[src/rtl/uart_pkg.sv]
// Constants shared by the UART receiver, transmitter and receive buffer,
// plus the receive-buffer entry layout.
package uart_pkg;

  localparam logic [1:0] PARITY_NONE = 2'd0;
  localparam logic [1:0] PARITY_EVEN = 2'd1;
  localparam logic [1:0] PARITY_ODD  = 2'd2;

  localparam logic [1:0] DATA_NUM_5 = 2'd0;
  localparam logic [1:0] DATA_NUM_6 = 2'd1;
  localparam logic [1:0] DATA_NUM_7 = 2'd2;
  localparam logic [1:0] DATA_NUM_8 = 2'd3;

  localparam logic STOP_NUM_1 = 1'b0;
  localparam logic STOP_NUM_2 = 1'b1;

  localparam int UART_RX_FIFO_DEPTH = 16;

  typedef struct packed {
    logic       perr;
    logic [7:0] data;
  } uart_rx_entry_t;

endpackage

[src/rtl/uart_fifo_ram.sv]
// Receive-buffer storage: DEPTH entries, synchronous write, asynchronous read
// so the head entry falls through to the output port without a read cycle.
module uart_fifo_ram
  import uart_pkg::*;
#(
  parameter int DEPTH = UART_RX_FIFO_DEPTH,
  parameter int AW    = 4
) (
  input  logic           clk_i,
  input  logic           we_i,
  input  logic [AW-1:0]  waddr_i,
  input  uart_rx_entry_t wdata_i,
  input  logic [AW-1:0]  raddr_i,
  output uart_rx_entry_t rdata_o
);

  uart_rx_entry_t mem [DEPTH];

  always_ff @(posedge clk_i) begin
    if (we_i) mem[waddr_i] <= wdata_i;
  end

  assign rdata_o = mem[raddr_i];

endmodule

[src/rtl/uart_rx_fifo.sv]
// UART receive buffer: captures received characters into a FWFT FIFO with level,
// threshold and overrun status. Define UART_RX_FIFO_TIMEOUT_EN for the idle-timeout interrupt.
module uart_rx_fifo
  import uart_pkg::*;
#(
  parameter int DEPTH = UART_RX_FIFO_DEPTH,
  parameter int AW    = 4
) (
  input  logic          clk_i,
  input  logic          reset_n_i,
  input  logic [7:0]    data_rx_i,
  input  logic          datarx_vld_i,
  input  logic          int_parity_error_i,
  input  logic          clk_sample_i,
  output logic [7:0]    rx_data_o,
  output logic          rx_perr_o,
  output logic          rx_vld_o,
  input  logic          rx_rdy_i,
  input  logic          flush_i,
  input  logic          clr_err_i,
  input  logic [AW:0]   thresh_i,
  output logic [AW:0]   level_o,
  output logic          full_o,
  output logic          empty_o,
  output logic          overrun_o,
`ifdef UART_RX_FIFO_TIMEOUT_EN
  input  logic [15:0]   timeout_ticks_i,
  output logic          int_timeout_o,
`endif
  output logic          int_thresh_o
);

  logic [AW-1:0]  wr_ptr, rd_ptr;
  logic [AW:0]    level, level_nxt;
  logic           full, empty, push, pop, drop;
  uart_rx_entry_t wr_entry, rd_entry;

  // Output handshake: rx_vld_o holds while entries exist; the head entry is
  // consumed on any edge where rx_vld_o & rx_rdy_i, and is stable until then.
  assign full  = (level == (AW+1)'(DEPTH));
  assign empty = (level == '0);
  assign pop   = !empty & rx_rdy_i;
  assign push  = datarx_vld_i & (!full | pop);
  assign drop  = datarx_vld_i & full & !pop;

  always_comb begin
    level_nxt = level;
    if (flush_i)           level_nxt = '0;
    else if (push && !pop) level_nxt = level + (AW+1)'(1);
    else if (pop && !push) level_nxt = level - (AW+1)'(1);
  end

  always_ff @(posedge clk_i) begin
    if (!reset_n_i) begin
      wr_ptr       <= '0;
      rd_ptr       <= '0;
      level        <= '0;
      overrun_o    <= 1'b0;
      int_thresh_o <= 1'b0;
    end else begin
      level        <= level_nxt;
      int_thresh_o <= (level_nxt >= thresh_i) && (thresh_i != '0);
      if (flush_i) begin
        wr_ptr <= '0;
        rd_ptr <= '0;
      end else begin
        if (push) wr_ptr <= wr_ptr + AW'(1);
        if (pop)  rd_ptr <= rd_ptr + AW'(1);
      end
      // A drop in the same cycle as a clear must leave the flag set.
      if (drop)           overrun_o <= 1'b1;
      else if (clr_err_i) overrun_o <= 1'b0;
    end
  end

  assign wr_entry = '{perr: int_parity_error_i, data: data_rx_i};

  uart_fifo_ram #(.DEPTH(DEPTH), .AW(AW)) u_ram (
    .clk_i   (clk_i),
    .we_i    (push & !flush_i),
    .waddr_i (wr_ptr),
    .wdata_i (wr_entry),
    .raddr_i (rd_ptr),
    .rdata_o (rd_entry)
  );

  assign rx_data_o = rd_entry.data;
  assign rx_perr_o = rd_entry.perr;
  assign rx_vld_o  = !empty;
  assign level_o   = level;
  assign full_o    = full;
  assign empty_o   = empty;

`ifdef UART_RX_FIFO_TIMEOUT_EN
  logic [15:0] to_cnt, to_cnt_nxt;

  // Counts oversample ticks spent holding data with no traffic in either direction.
  always_comb begin
    to_cnt_nxt = to_cnt;
    if (push || pop || flush_i)     to_cnt_nxt = '0;
    else if (clk_sample_i && !empty) to_cnt_nxt = to_cnt + 16'd1;
  end

  always_ff @(posedge clk_i) begin
    if (!reset_n_i) begin
      to_cnt        <= '0;
      int_timeout_o <= 1'b0;
    end else begin
      to_cnt <= to_cnt_nxt;
      if (pop || flush_i)
        int_timeout_o <= 1'b0;
      else if ((timeout_ticks_i != '0) && (to_cnt_nxt == timeout_ticks_i))
        int_timeout_o <= 1'b1;
    end
  end
`else
  logic unused_sample;
  assign unused_sample = clk_sample_i;
`endif

endmodule

[config.mk]
export PLATFORM = sky130hd
export DESIGN_NAME = uart_rx_fifo
export DESIGN_NICKNAME = d
export VERILOG_FILES = /design/src/rtl/uart_pkg.sv /design/src/rtl/uart_fifo_ram.sv /design/src/rtl/uart_rx_fifo.sv
export SDC_FILE = /design/constraint.sdc
export NUM_CORES = 1
export LEC_CHECK = 0
export ABC_AREA = 0
export ABC_CLOCK_PERIOD_IN_PS = 2930
export BUFFER_PORTS_ARGS = -buffer_cell sky130_fd_sc_hd__buf_2
export CAP_MARGIN = 10
export CORE_UTILIZATION = 25
export CTS_BUF_LIST = sky130_fd_sc_hd__clkbuf_4 sky130_fd_sc_hd__clkbuf_8
export DETAILED_ROUTE_END_ITERATION = 6
export HOLD_SLACK_MARGIN = 0.05
export SYNTH_ARGS = -nofsm -noshare
export SYNTH_HDL_FRONTEND = slang
export SYNTH_SLANG_ARGS = --single-unit
[constraint.sdc]
create_clock -name clk_i -period 2.93 [get_ports clk_i]
set_clock_uncertainty 0.1 [all_clocks]
set_input_delay 0.586 -clock clk_i [delete_from_list [all_inputs] [get_ports clk_i]]
set_output_delay 0.586 -clock clk_i [all_outputs]
set_load 0.01 [all_outputs]
==> impl_metrics.py <==
metrics = {
    "sta": {
        "grt_setup_unrepaired": "true",
        "peak_freq_mhz": 338.6,
        "tns_ps": -23.14,
        "worst-slew-pin-transition_ps": 1055,
        "worst_slew_margin_rel_pct": 29.43,
        "timing.final.setup_violations": 1,
        "hold_viol": 0,
        "min_period_over_period_pct": 100.8,
        "timing_max_transition_violations_final": 0,
        "fin_ws_ps": -23.14,
        "timing.final.crit_period_ps": 2953,
        "holdWs_ps": 304.5,
    },
    "global_routing": {
        "antenna_found_initial": 1,
        "grt_overflow_total": 0,
        "grt_first_pass_wirelength_um": 21420,
        "grt_usage_pct": 10.90,
        "maximum_number_of_pins_on_one_net_before_global_route_repair": 37,
        "vias_in_the_first_global_route": 3792,
    },
    "power_and_ir_drop": {
        "p_int_mw": 3.344,
        "power_frac_seq_pct": 58.0,
        "leakagePower_nw": 2.663,
        "netSwitchingPower_mw": 1.033,
        "pwr_density_cell_mw_per_mm2": 548.2,
        "ir_drop_mv": 0.2283,
        "power_frac_comb_pct": 5.1,
        "total_power_mw": 4.377,
        "pwr-share-clk_pct": 36.9,
        "power.switching_fraction_pct": 23.59,
    },
    "run_status": {
        "status": "finished with violations",
        "violations": "negative setup slack",
    },
    "detailed_routing": {
        "remaining_drc_errors": 0,
        "detailroute.via_count": 3501,
        "postRouteWirelength_um": 13890,
        "routedWlPerCell_um": 17.54,
        "drt_first_pass_iters": 4,
        "number_of_antenna_violating_nets_in_the_routed_design": 0,
        "vias_per_cell": 4.420,
        "drt-initial-drc-count": 309,
    },
    "place": {
        "final_weighted_congestion_of_routability_driven_global_placement": 0.7946,
        "total_of_buffers_placed_on_input_and_output_ports": 38,
        "place_hpwl_um": 8813,
        "placedInstanceArea_mm2": 0.007457,
    },
    "worst_setup_path": {
        "worst_ep_required_time_ps": 3170,
        "worst-path-max-fanout": 4,
        "worstPathCellList": "inv_4 -> ha_4 -> or4b_4 -> clkinv_8 -> nor2_4 -> o21a_1 -> or3_4 -> ha_4 -> nand2b_4 -> a2111oi_4 -> nor3_2 -> o221a_2",
        "worst_setup_path_end_kind": "flop",
        "worst_path_max_delay_cell": "sky130_fd_sc_hd__or4b_4",
        "crit_arrival_ps": 3190,
        "critical-path-max-stage-delay_ps": 500,
        "path_class": "flop to flop",
        "startpoint_type": "flop",
        "reg2reg_depth": 12,
        "cpMostUsedCell": "sky130_fd_sc_hd__ha_4",
    },
    "clock_network": {
        "cts_tree": "built",
        "cts-buffers-inserted": 17,
        "cts_buffer_depth": 2,
        "clk_root_buffer_cell": "sky130_fd_sc_hd__clkbuf_8",
        "clock-sinks": 163,
        "path_clk_slew_ps": 100,
        "cts_htree_levels": 4,
        "post_cts_hold_buffer_count": 0,
        "clock_insertion_delay_worst_skew_ps": 450,
    },
    "die": {
        "die_x_um": 164.7,
        "io_pins": 40,
        "fp-row-count": 59,
        "effective_utilization_at_floorplan_pct": 25.48,
        "die-height_um": 164.7,
        "design.die.area_mm2": 0.02713,
        "core_area_mm2": 0.02598,
    },
    "synthesis": {
        "top_cell_type_s_share_of_synthesized_area_pct": 65.32,
        "synth.ff_latch_count": 163,
        "syn_area_per_cell_um2": 17.94,
        "ys_warn_count": 0,
        "synth_cells": 369,
        "netlist-cell-type-count": 44,
        "synth_top_cells_by_area": "sky130_fd_sc_hd__edfxtp_1, sky130_fd_sc_hd__mux4_2, sky130_fd_sc_hd__dfxtp_1",
        "post_synth_instance_area_mm2": 0.006620,
        "synth_seq_area_share_pct": 71.06,
        "syn_nets": 402,
        "synth_area_leader_cell": "sky130_fd_sc_hd__edfxtp_1",
    },
    "final_layout": {
        "final_common_cell": "sky130_fd_sc_hd__edfxtp_1",
        "area_growth_syn_to_layout_pct": 20.62,
        "filler_cell_count": 2561,
        "antenna_cells_inserted": 0,
        "final_core_util_pct": 30.73,
        "drive_gt1_share_pct": 36.98,
        "final_design_area_no_fill_mm2": 0.007985,
        "design.final.nets": 477,
        "layout.cells.most_common_list": "sky130_fd_sc_hd__edfxtp_1, sky130_fd_sc_hd__buf_2, sky130_fd_sc_hd__mux4_2, sky130_fd_sc_hd__nor2_1, sky130_fd_sc_hd__buf_4",
    },
    "worst_hold_path": {
        "number_of_cells_on_the_worst_hold_path": 2,
        "holdCritPathClass": "input port to flop",
    },
    "job": {
        "drv.max_cap_violation_count": 0,
    },
}
==> metrics by stage <==
stage	setup slack [ps]	instances
2_1_floorplan	-20.33	369
3_3_place_gp	-19.84	755
3_5_place_dp	-104.3	755
4_1_cts	-29.74	791
5_1_grt	-106.7	792
6_report	-23.14	792
==> power groups by stage <==
stage          clock network (mW)  registers [mW]  logic (mW)
3_5_place_dp                    0            2.59       0.209
4_1_cts                      1.66            2.54       0.223
3_3_place_gp                    0            2.59       0.199
6_report                     1.62            2.54       0.224
2_1_floorplan                   0            2.59       0.118
5_1_grt                      1.75            2.54       0.248
==> metal layers <==
layer	part of all wire (%)	vias to the layer above	global-route usage (%)
met5	0.094	-	0
met4	0.60	2	2.377
met3	4.9	10	3.114
met2	50	81	18.54
met1	44	1792	13.68
li1	-	1616	-
==> state kept, by name, summed over array words and instances, names as in the netlist, named ones only <==
name	flops
u_ram.mem	144
overrun_o	1
rd_ptr	4
level_o	5
int_thresh_o	1
wr_ptr	4
==> Yosys cell counts, drive strengths merged <==
cell,instances
edfxtp,144
mux4,36
nor2,32
a22oi,20
dfxtp,19
nand2,17
ha,12
inv,10
buf,8
clkbuf,8
nand2b,6
mux2i,5
nor2b,5
nor3,5
xor2,5
and3,3
nand3,3
o211ai,3
o32ai,3
or3b,3
and2,2
mux2,2
o21a,2
or3,2
a2111oi,1
a211oi,1
a21o,1
a21oi,1
and4bb,1
clkinv,1
nand3b,1
nand4,1
o21ai,1
o21bai,1
o221a,1
or4,1
or4b,1
xnor2,1
==> path summary, 6_finish.rpt <==
| check | from | to | slack [ps] |
|---|---|---|---|
| hold reg to reg | rd_ptr[1]$_SDFFE_PP0N_ | rd_ptr[1]$_SDFFE_PP0N_ | 420 |
| setup / recovery | level_o[1]$_SDFF_PN0_ | int_thresh_o$_SDFF_PN0_ | -20 |
| setup reg to reg | level_o[1]$_SDFF_PN0_ | int_thresh_o$_SDFF_PN0_ | -20 |
| hold / removal | reset_n_i | overrun_o$_SDFFE_PN0P_ | 300 |
==> area by class of cell <==
type	count	area, um^2	area share (%)
well taps	335	419.2	5.249
repair buffers	72	503.0	6.299
flip-flops and latches	163	4713	59.03
clock buffers	17	234.0	2.930
clock inverters	15	162.7	2.037
multi-input cells	179	1897	23.75
inverters	11	56.30	0.7051
==> repair_timing <==
| item | CTS | global route |
|---|---|---|
| hold endpoints to repair | 0 | 0 |
| cloned | 2 | 0 |
| resized for setup | 5 | 9 |
| setup buffers | 2 | 2 |
| endpoints found under the setup margin | 5 | 10 |
| pin swaps | 1 | 9 |
==> kinds of logic after synthesis <==
logic type	count (synthesis)	synth area share, %
buffers and inverters	27	1.871
XOR/XNOR	6	0.7938
AO/OA/AOI/OAI	35	4.366
flip-flops	163	71.06
adder cells (fa/ha/maj)	12	2.268
AND/OR/NAND/NOR	83	6.180
multiplexers	43	13.46
==> worst max-delay path: cells and delay by family (launching register included) <==
kind            cells  cell delay [ps]
flops               1              360
buf+inv             2              120
simple gates        5             1140
compound gates      3              790
fa+ha+maj           2              320
No activity file was read; power rests on OpenSTA's default activity.
